`src/rtl/seg7_frame_decoder.sv`:
```
// -----------------------------------------------------------------------------
// seg7_frame_decoder
//
// Purpose
//   Receives an 8-bit serial seven-segment frame (LSB first: a, b, c, d, e, f,
//   g, dp) and converts the segment pattern back into the value it displays.
//   The last good value and its decimal point are held on the outputs; a
//   pattern that does not correspond to any known glyph raises a sticky error.
//
// Parameters
//   SEG_ACTIVE_LOW : 1 -> every received bit (dp included) is inverted before
//                    it enters the shift register (common-anode sources).
//   HEX_EN         : 1 -> glyphs A, b, C, d, E, F decode to 0xA..0xF;
//                    0 -> those glyphs are reported as errors.
//
// Ports (packed into two byte-wide buses)
//   io_in[0]    clk    rising-edge clock, the only clock
//   io_in[1]    rst    asynchronous, active-high reset
//   io_in[2]    sdata  serial frame bit, sampled while en=1
//   io_in[3]    en     frame enable, held high for the whole frame
//   io_in[7:4]  -      unused, ignored
//   io_out[3:0] digit  last successfully decoded value
//   io_out[4]   dp     decimal point of the last good frame
//   io_out[5]   valid  one-cycle pulse per good frame
//   io_out[6]   err    set by an undecodable frame, cleared by a good one
//   io_out[7]   busy   high while a frame is in progress (SHIFT or DONE)
//
// Output protocol
//   There is no back-pressure. valid is a single-cycle strobe: it is high for
//   exactly the cycle after the DONE state of a good frame, and digit/dp are
//   already updated in that same cycle and stay stable until the next good
//   frame. A consumer that misses the strobe can still read digit/dp later.
//   Every output bit comes straight from a flop; nothing on io_in reaches
//   io_out combinationally.
// -----------------------------------------------------------------------------
module seg7_frame_decoder #(
  parameter bit SEG_ACTIVE_LOW = 1'b0,
  parameter bit HEX_EN         = 1'b1
) (
  input  logic [7:0] io_in,
  output logic [7:0] io_out
);

  // ---------------------------------------------------------------------------
  // Types
  // ---------------------------------------------------------------------------
  typedef enum logic [1:0] {
    S_IDLE  = 2'd0,
    S_SHIFT = 2'd1,
    S_DONE  = 2'd2
  } state_e;

  // All receive-side state lives in one struct so a checker can bind to a
  // single signal (core_q) and see the FSM state, bit count and shift data.
  typedef struct packed {
    state_e     state;
    logic [3:0] count;
    logic [7:0] shift;
  } core_t;

  // ---------------------------------------------------------------------------
  // Input unpacking
  // ---------------------------------------------------------------------------
  logic clk;
  logic rst;
  logic sdata;
  logic en;
  logic bit_in;
  logic unused_io;

  assign clk   = io_in[0];
  assign rst   = io_in[1];
  assign sdata = io_in[2];
  assign en    = io_in[3];

  // Upper nibble is reserved; it is folded into a sink so it cannot
  // influence any logic.
  assign unused_io = ^io_in[7:4];

  // Polarity correction happens before the shift register, so the stored
  // frame is always in active-high form (dp included).
  assign bit_in = sdata ^ SEG_ACTIVE_LOW;

  // ---------------------------------------------------------------------------
  // Glyph decoder
  // Returns {ok, value}. Hex glyphs only report ok when HEX_EN is set.
  // ---------------------------------------------------------------------------
  function automatic logic [4:0] decode_seg(input logic [6:0] seg);
    logic [4:0] res;
    res = 5'b0_0000;
    case (seg)
      7'h3F: res = {1'b1, 4'h0};
      7'h06: res = {1'b1, 4'h1};
      7'h5B: res = {1'b1, 4'h2};
      7'h4F: res = {1'b1, 4'h3};
      7'h66: res = {1'b1, 4'h4};
      7'h6D: res = {1'b1, 4'h5};
      7'h7D: res = {1'b1, 4'h6};
      7'h07: res = {1'b1, 4'h7};
      7'h7F: res = {1'b1, 4'h8};
      7'h6F: res = {1'b1, 4'h9};
      7'h77: res = {HEX_EN, 4'hA};
      7'h7C: res = {HEX_EN, 4'hB};
      7'h39: res = {HEX_EN, 4'hC};
      7'h5E: res = {HEX_EN, 4'hD};
      7'h79: res = {HEX_EN, 4'hE};
      7'h71: res = {HEX_EN, 4'hF};
      default: res = 5'b0_0000;
    endcase
    return res;
  endfunction

  // ---------------------------------------------------------------------------
  // Registers
  // ---------------------------------------------------------------------------
  core_t      core_q;
  core_t      core_d;
  logic [3:0] digit_q;
  logic [3:0] digit_d;
  logic       dp_q;
  logic       dp_d;
  logic       valid_q;
  logic       valid_d;
  logic       err_q;
  logic       err_d;
  logic       busy_q;
  logic       busy_d;

  // Decode is taken from the registered frame; it is only acted on in DONE,
  // when the shift register holds all eight bits.
  logic       dec_ok;
  logic [3:0] dec_digit;

  assign {dec_ok, dec_digit} = decode_seg(core_q.shift[6:0]);

  // ---------------------------------------------------------------------------
  // Next-state / output logic
  // ---------------------------------------------------------------------------
  always_comb begin
    core_d  = core_q;
    digit_d = digit_q;
    dp_d    = dp_q;
    valid_d = 1'b0;
    err_d   = err_q;

    case (core_q.state)
      S_IDLE: begin
        if (en) begin
          // First bit of a frame; the shift register is rebuilt from scratch.
          core_d.shift = {bit_in, 7'b000_0000};
          core_d.count = 4'd1;
          core_d.state = S_SHIFT;
        end
      end

      S_SHIFT: begin
        if (en) begin
          // Bits arrive LSB first and enter at the top, so after eight
          // shifts bit0 of the frame sits in shift[0].
          core_d.shift = {bit_in, core_q.shift[7:1]};
          core_d.count = core_q.count + 4'd1;
          if (core_q.count == 4'd7) begin
            core_d.state = S_DONE;
          end
        end else begin
          // Abort: partial frame is dropped, result outputs untouched.
          core_d.shift = 8'h00;
          core_d.count = 4'd0;
          core_d.state = S_IDLE;
        end
      end

      S_DONE: begin
        if (dec_ok) begin
          digit_d = dec_digit;
          dp_d    = core_q.shift[7];
          valid_d = 1'b1;
          err_d   = 1'b0;
        end else begin
          err_d   = 1'b1;
        end

        // The frame has already been captured for decode above, so the
        // receiver can accept bit0 of the next frame in this same cycle.
        if (en) begin
          core_d.shift = {bit_in, 7'b000_0000};
          core_d.count = 4'd1;
          core_d.state = S_SHIFT;
        end else begin
          core_d.shift = 8'h00;
          core_d.count = 4'd0;
          core_d.state = S_IDLE;
        end
      end

      default: begin
        core_d.shift = 8'h00;
        core_d.count = 4'd0;
        core_d.state = S_IDLE;
      end
    endcase

    // busy is registered from the next state so it tracks the FSM exactly.
    busy_d = (core_d.state != S_IDLE);
  end

  // ---------------------------------------------------------------------------
  // State register
  // ---------------------------------------------------------------------------
  always_ff @(posedge clk or posedge rst) begin
    if (rst) begin
      core_q.state <= S_IDLE;
      core_q.count <= 4'd0;
      core_q.shift <= 8'h00;
      digit_q      <= 4'h0;
      dp_q         <= 1'b0;
      valid_q      <= 1'b0;
      err_q        <= 1'b0;
      busy_q       <= 1'b0;
    end else begin
      core_q  <= core_d;
      digit_q <= digit_d;
      dp_q    <= dp_d;
      valid_q <= valid_d;
      err_q   <= err_d;
      busy_q  <= busy_d;
    end
  end

  // ---------------------------------------------------------------------------
  // Output packing
  // ---------------------------------------------------------------------------
  assign io_out = {busy_q, err_q, valid_q, dp_q, digit_q};

endmodule

```
`config.mk`:
```
export PLATFORM = sky130hd
export DESIGN_NAME = seg7_frame_decoder
export DESIGN_NICKNAME = d
export VERILOG_FILES = /design/src/rtl/seg7_frame_decoder.sv
export SDC_FILE = /design/constraint.sdc
export NUM_CORES = 1
export LEC_CHECK = 0
export ABC_AREA = 1
export CORE_UTILIZATION = 60
export CTS_BUF_LIST = sky130_fd_sc_hd__clkbuf_8
export DETAILED_ROUTE_END_ITERATION = 8
export GPL_TIMING_DRIVEN = 0
export PLACE_DENSITY = 0.92
export SYNTH_ARGS = -nofsm -noshare
export SYNTH_HDL_FRONTEND = slang
export SYNTH_SLANG_ARGS = --single-unit
```
`constraint.sdc`:
```
create_clock -name io_in -period 3.6 [get_ports io_in]
set_input_delay 1.08 -clock io_in [delete_from_list [all_inputs] [get_ports io_in]]
set_output_delay 1.08 -clock io_in [all_outputs]
set_load 0.1 [all_outputs]
```
==> results of run 1 <==
## logic make-up after synthesis
| kind of cell | Yosys count | share of synthesized area, % |
|---|---|---|
| AOI/OAI and AO/OA | 16 | 8.26 |
| buffers and inverters | 19 | 7.40 |
| DFF | 22 | 47.2 |
| and+or+nand+nor | 90 | 35.3 |
| adders and majority gates | 1 | 1.07 |
| xor gates and xnor gates | 1 | 0.751 |
## synth_stat cells
| cell type | count | area (sq um) |
|---|---|---|
| nor2_4 | 1 | 11.3 |
| nand3b_1 | 1 | 7.51 |
| dfrtp_1 | 22 | 551 |
| nor2_2 | 2 | 12.5 |
| a21bo_2 | 1 | 10.0 |
| nand2_2 | 5 | 31.3 |
| ha_1 | 1 | 12.5 |
| nand3_1 | 10 | 50.1 |
| a22oi_1 | 1 | 7.51 |
| xnor2_1 | 1 | 8.76 |
| inv_2 | 1 | 3.75 |
| nor3_1 | 3 | 15.0 |
| nand4_1 | 3 | 18.8 |
| inv_1 | 14 | 52.6 |
| nor2_1 | 22 | 82.6 |
| o22ai_1 | 7 | 43.8 |
| nand2_4 | 2 | 22.5 |
| a21oi_1 | 2 | 10.0 |
| buf_4 | 4 | 30.0 |
| nand3_2 | 1 | 10.0 |
| nand2_1 | 40 | 150 |
| o21ai_0 | 5 | 25.0 |
## through the flow
stage / cells / hold WS [ns]
detailed placement: 182 / 0.121
global placement: 182 / 0.121
floorplan: 149 / 0.121
==> flow_metrics.py, run 1 <==
metrics = {
    "placed_design": {
        "preCtsSetupSlack_ns": 0.966,
        "gp_congestion": 0.922,
        "dp_hpwl_um": 1810,
        "place_area_sq_um": 1280,
        "io_buffers": 8,
    },
    "synthesis": {
        "syn-mean-instance-area_sq_um": 7.83,
        "synth-seq-cells": 22,
        "ys_seq_area_share_pct": 47.2,
        "ys_types": 22,
        "netlist_area_sq_um": 1170,
        "synthCells": 149,
        "yosysWarnings": 0,
        "synth_nets": 158,
    },
    "status": {
        "outcome": "aborted with a tool error",
        "firstError": "[ERROR DPL-0033] detailed placement checks failed during check placement.",
        "stop_stage": "clock tree synthesis (4_1_cts)",
    },
    "clocking": {
        "postCtsSetupRepairBufs": 0,
        "cts_resized": 0,
        "hold_buffers": 0,
    },
    "die": {
        "start_util_pct": 65.4,
        "die_w_um": 46.1,
        "die_h_um": 46.1,
        "rows": 15,
        "io-pin-count": 16,
    },
}
==> inputs of run 2 (changes only) <==
--- a/config.mk
+++ b/config.mk
@@ -6,11 +6,11 @@
 export NUM_CORES = 1
 export LEC_CHECK = 0
 export ABC_AREA = 1
-export CORE_UTILIZATION = 60
-export CTS_BUF_LIST = sky130_fd_sc_hd__clkbuf_8
+export CORE_AREA = 2 2 63 65
 export DETAILED_ROUTE_END_ITERATION = 8
+export DIE_AREA = 0 0 65 67
 export GPL_TIMING_DRIVEN = 0
-export PLACE_DENSITY = 0.92
+export PLACE_DENSITY_LB_ADDON = 0.15
 export SYNTH_ARGS = -nofsm -noshare
 export SYNTH_HDL_FRONTEND = slang
 export SYNTH_SLANG_ARGS = --single-unit
==> run 2 against run 1 <==
Effect of this change:
- the flow now finishes, with violations (negative hold slack)
- synthesized cell count stayed put
- synthesized area stayed put
==> flow_metrics.py, run 2 <==
metrics = {
    "power": {
        "powerDensity_nw_per_um2": 886,
        "ir_drop_v": 0.000502,
        "p_leak_uw": 0.000790,
    },
    "hold_path": {
        "hold_path.class": "clk2reg",
    },
    "synthesis": {
        "ys_types": 22,
        "synth-seq-cells": 22,
        "async_flop_share_pct": 100,
        "synth.top_cell.area_share_pct": 47.2,
        "synth_top_area_cell": "dfrtp_1",
        "syn-mean-instance-area_sq_um": 7.83,
        "synth_edf_count": 0,
        "synthCells": 149,
        "synth_nets": 158,
        "synth-main-ff-cell": "dfrtp_1",
        "netlist_area_sq_um": 1170,
        "yosysWarnings": 0,
        "synth.area.top_cells": "dfrtp_1 (47%), nand2_1 (13%), nor2_1 (7.1%)",
        "ys_seq_area_share_pct": 47.2,
        "ys_top_cells_by_count": "nand2_1 (40), dfrtp_1 (22), nor2_1 (22)",
        "yosysMostFrequentCell": "nand2_1",
    },
    "grt": {
        "grt_use_total_pct": 21.7,
        "overflow": 0,
        "grt_max_degree": 14,
        "grt_pass1_wl_um": 6800,
        "grt_pass1_vias": 1694,
        "antenna_found_initial": 0,
    },
    "die": {
        "dieArea_sq_um": 4360,
        "die_h_um": 67,
        "io-pin-count": 16,
        "start_util_pct": 32.3,
        "rows": 22,
        "core_area_sq_um": 3610,
        "die_w_um": 65,
    },
    "setup_path": {
        "rr_endpoint": "digit_q[1]",
        "crit_type": "reg2out",
        "r2r_start": "core_q[5]",
        "startpoint_type": "flop",
        "path_cells": "buf_4 -> clkdlybuf4s50_1",
        "crit_path_top_delay_cell": "clkdlybuf4s50_1",
        "r2r_cells": 11,
        "cp-endpoint": "io_out[4]",
        "crit_start": "dp_q",
        "cp_max_fo": 2,
        "rrSetupSlack_ns": 2.14,
        "end_kind": "output port",
        "slowest_delay_ns": 1.12,
        "worstPathArrival_ns": 1.84,
        "required_ns": 2.52,
    },
    "finish": {
        "final_util_pct": 48.8,
        "final_common_cell": "nand2_1",
        "reg_top3": "core_q: 14 flops, digit_q: 4 flops",
        "largest_register_ffs": 14,
        "final_cell_mix": "nand2_1 (40), inv_1 (37), clkbuf_8 (23), nor2_1 (22), dfrtp_1 (22)",
        "nNetsFinal": 213,
        "top_register": "core_q",
        "drive_gt1_share_pct": 20.7,
        "area_delta_synth_final_pct": 50.8,
        "n_antenna_cell": 0,
        "fill_cells": 370,
    },
    "sta": {
        "setup_viol": 0,
        "tightestPinTransition_ns": 0.967,
        "tns_ns": 0,
        "fmax_mhz": 343,
        "slew_headroom_pct": 35.3,
        "final_max_slew_viol_count": 0,
        "rsz0062_at_grt": "false",
        "min_period_over_period_pct": 81.1,
        "hold_ws_ns": -0.103,
        "period_needed_ns": 2.92,
        "skew_ns": 0.00210,
        "finalHoldViolCount": 1,
    },
    "placed_design": {
        "dp_hpwl_um": 1770,
        "gp_congestion": 0.925,
        "io_buffers": 8,
    },
    "detailed_routing": {
        "drtIter0Drc": 90,
        "wirelength_um": 3190,
        "first_pass_iters": 6,
        "wl_per_cell_um": 12.4,
        "ant_nets": 0,
        "viasPerCell": 4.84,
        "vias": 1238,
        "drc": 0,
    },
    "clocking": {
        "cts_tree": "done",
        "clk_pin_slew_ns": 0.08,
        "clk_latency_ns": 0.27,
        "postCtsSetupRepairBufs": 0,
        "cts_resized": 0,
        "hold_buffers": 0,
    },
    "status": {
        "outcome": "complete, but fails checks",
        "violations": "negative hold slack",
    },
    "flow_run": {
        "drv_cap": 0,
    },
}
-- run 2: metrics by stage --
| stage | instance area, sq um | std cells | setup WS [ns] | power (uW) | hold WS [ns] |
|---|---|---|---|---|---|
| after floorplan | 1170 | 149 | 1.26 | 507 | 0.121 |
| after global placement | 1310 | 205 | 0.975 | 507 | 0.121 |
| after detailed placement | 1310 | 205 | 0.972 | 507 | 0.121 |
| after CTS | 1760 | 256 | 0.661 | 1600 | -0.0907 |
| after global routing | 1760 | 256 | 0.625 | 1800 | -0.0530 |
| final | 1760 | 256 | 0.681 | 1560 | -0.103 |
-- run 2: area by class of cell --
class	count	area [sq um]	area share, %
flip-flops and latches	22	551	31.3
repair buffers	8	80.1	4.56
multi-input cells	108	529	30.1
clock inverters	28	134	7.62
inverters	12	45.0	2.56
plain buffers	4	30.0	1.71
well taps	48	60.1	3.42
clock buffers	26	329	18.7
-- run 2: where the power goes --
group / switching [uW] / leakage [uW] / internal (uW) / total (uW)
combinational: 0 / 0.000129 / 0 / 0.000129
clock: 545 / 0.000349 / 749 / 1290
sequential: 0 / 0.000312 / 263 / 263
total: 545 / 0.000790 / 1010 / 1560
-- run 2: critical path, delay by kind of cell (launching register included) --
family                 cells  cell delay, ns
flip-flops                 1            0.35
buffers and inverters      2            1.22
-- run 2: kinds of logic after synthesis --
kind of cell | count (synthesis) | share of synthesized area [%]
fa+ha+maj | 1 | 1.07
simple gates | 90 | 35.3
flops | 22 | 47.2
compound gates | 16 | 8.26
buf+inv | 19 | 7.40
xor+xnor | 1 | 0.751
-- run 2: worst min-delay path by stage --
stage / start / endpoint / cells past startpoint
final: io_in[2] / core_q[7] / 2
after global routing: io_in[2] / core_q[7] / 2
after CTS: io_in[2] / core_q[7] / 2
after detailed placement: io_in[2] / core_q[7] / 2
after global placement: io_in[2] / core_q[7] / 2
after floorplan: io_in[2] / core_q[7] / 2
-- run 2: routing by layer --
layer	track usage, %	up-vias	wire length [um]
li1	-	590	-
met1	15.7	569	1250
met5	6.94	-	0
met2	20.9	57	1380
met3	26.4	22	368
met4	34.0	0	188
(Power assumes the default switching activity.)
==> inputs of run 3 (changes only) <==
==> constraint.sdc (replaced) <==
create_clock -name io_in -period 2.55 [get_ports io_in]
set_input_delay 0.765 -clock io_in [delete_from_list [all_inputs] [get_ports io_in]]
set_output_delay 0.765 -clock io_in [all_outputs]
set_load 0.1 [all_outputs]
==> run 3 against run 2 <==
Effect of this change:
- the flow still finishes with violations (negative hold slack)
- critical endpoint unchanged
- clock power is 40% higher
- flip-flop and latch count stayed put
- first-iteration DRC count is 33% higher
- count of clock-buffer cells in the layout stayed put
- final cell count stayed put
==> flow_metrics.py, run 3 (synthesis results as in run 2) <==
metrics = {
    "status": {
        "outcome": "complete, but fails checks",
        "violations": "negative hold slack",
    },
    "sta": {
        "slew_headroom_pct": 34.3,
        "hold_ws_ns": -0.110,
        "rsz0062_at_grt": "false",
        "tns_ns": 0,
        "period_needed_ns": 2.32,
        "finalHoldViolCount": 1,
        "skew_ns": 0.00142,
        "min_period_over_period_pct": 91.2,
        "final_max_slew_viol_count": 0,
        "setup_viol": 0,
        "fmax_mhz": 430,
        "tightestPinTransition_ns": 0.983,
    },
    "power": {
        "p_seq_share_pct": 17.0,
        "switching_share_pct": 34.5,
        "share_comb_of_total_power_pct": 0,
        "net-switching-power_uw": 752,
        "clkPwrFrac_pct": 83.0,
        "powerDensity_nw_per_um2": 1240,
        "ir_drop_v": 0.000700,
        "power.internal_uw": 1430,
        "p_leak_uw": 0.000885,
    },
    "setup_path": {
        "startpoint_type": "flop",
        "end_kind": "output port",
        "required_ns": 1.79,
        "worstPathArrival_ns": 1.56,
        "slowest_delay_ns": 0.84,
        "path_cells": "buf_4 -> dlygate4sd2_1",
        "crit_type": "reg2out",
        "cp_max_fo": 2,
        "crit_path_top_delay_cell": "dlygate4sd2_1",
    },
    "finish": {
        "drive_gt1_share_pct": 20.7,
        "reg_top3": "core_q: 14 flops, digit_q: 4 flops",
        "fill_cells": 369,
        "seqCellArea_sq_um": 551,
        "largest_register_ffs": 14,
        "final_cell_mix": "nand2_1 (40), inv_1 (37), clkbuf_8 (23), nor2_1 (22), dfrtp_1 (22)",
        "fin_cells": 256,
        "area_delta_synth_final_pct": 51.2,
        "final_common_cell": "nand2_1",
        "nNetsFinal": 213,
        "top_register": "core_q",
        "n_antenna_cell": 0,
        "multi_input_area_sq_um": 529,
    },
    "die": {
        "core_area_sq_um": 3610,
        "start_util_pct": 32.3,
        "rows": 22,
        "die_w_um": 65,
        "io-pin-count": 16,
        "dieArea_sq_um": 4360,
        "die_h_um": 67,
    },
    "grt": {
        "antenna_found_initial": 0,
        "grt_use_total_pct": 20.6,
        "grt_pass1_wl_um": 6790,
        "grt_max_degree": 14,
        "grt_pass1_vias": 1696,
        "overflow": 0,
    },
    "clocking": {
        "cts_tree": "done",
        "postCtsSetupRepairBufs": 0,
        "clk_latency_ns": 0.26,
        "clk_pin_slew_ns": 0.08,
    },
    "detailed_routing": {
        "viasPerCell": 4.80,
        "wl_per_cell_um": 12.7,
        "wirelength_um": 3250,
        "vias": 1229,
        "drc": 0,
        "ant_nets": 0,
        "drtIter0Drc": 120,
        "first_pass_iters": 4,
    },
    "hold_path": {
        "hold_path.class": "clk2reg",
    },
    "placed_design": {
        "dp_hpwl_um": 1770,
        "io_buffers": 8,
        "gp_congestion": 0.925,
        "dp.cells": 205,
    },
    "flow_run": {
        "drv_cap": 0,
    },
}
[run 3: cell type report]
cell class / instances / area share (%)
plain buffers: 4 / 1.70
clock inverters: 28 / 7.59
inverters: 12 / 2.56
multi-input cells: 108 / 30.0
flip-flops and latches: 22 / 31.2
clock buffers: 26 / 18.7
well taps: 48 / 3.41
repair buffers: 8 / 4.83
[run 3: what timing repair did]
action	CTS	global route
setup endpoints to repair	4	4
hold buffers	0	0
resized for setup	4	4
[run 3: power by group through the flow]
stage                     combinational, uW  sequential, uW  clock [uW]
after floorplan                    0.000101             382         334
after global placement             0.000129             382         334
after detailed placement           0.000129             382         334
after CTS                          0.000148             371        1890
after global routing               0.000223             371        2080
final                              0.000223             371        1810
[run 3: worst paths after layout]
check	startpoint	end	slack [ns]	cells past startpoint
min in group asynchronous	io_in[1]	busy_q	1.02	3
max	dp_q	io_out[4]	0.23	2
max in group asynchronous	io_in[1]	core_q[0]	1.42	3
min reg2reg	core_q[13]	core_q[13]	0.48	1
min	io_in[2]	core_q[7]	-0.11	2
max reg2reg	core_q[12]	core_q[7]	1.01	7
[run 3: layer usage]
metal | track usage, % | share of wire [%] | up-vias
met5 | 0 | 0 | -
met4 | 27.1 | 3.3 | 0
met3 | 17.2 | 8.9 | 17
met2 | 24.5 | 46 | 53
met1 | 18.6 | 42 | 566
li1 | - | - | 593
[run 3: per-stage QoR]
| step | utilization (%) | power (uW) | hold WS (ns) | setup WS, ns | area [sq um] |
|---|---|---|---|---|---|
| 2_1_floorplan | - | 716 | 0.121 | 0.734 | 1170 |
| 3_3_place_gp | 36.2 | 716 | 0.121 | 0.240 | 1310 |
| 3_5_place_dp | 36.2 | 716 | 0.121 | 0.237 | 1310 |
| 4_1_cts | 48.6 | 2260 | -0.0907 | 0.0148 | 1750 |
| 5_1_grt | 48.9 | 2450 | -0.0183 | 0.0549 | 1760 |
| 6_report | 48.9 | 2180 | -0.110 | 0.225 | 1760 |
[run 3: worst max-delay path: cells and delay by family, from the launching register on]
kind | cells | cell delay [ns]
buffers and inverters | 2 | 0.94
flip-flops | 1 | 0.35
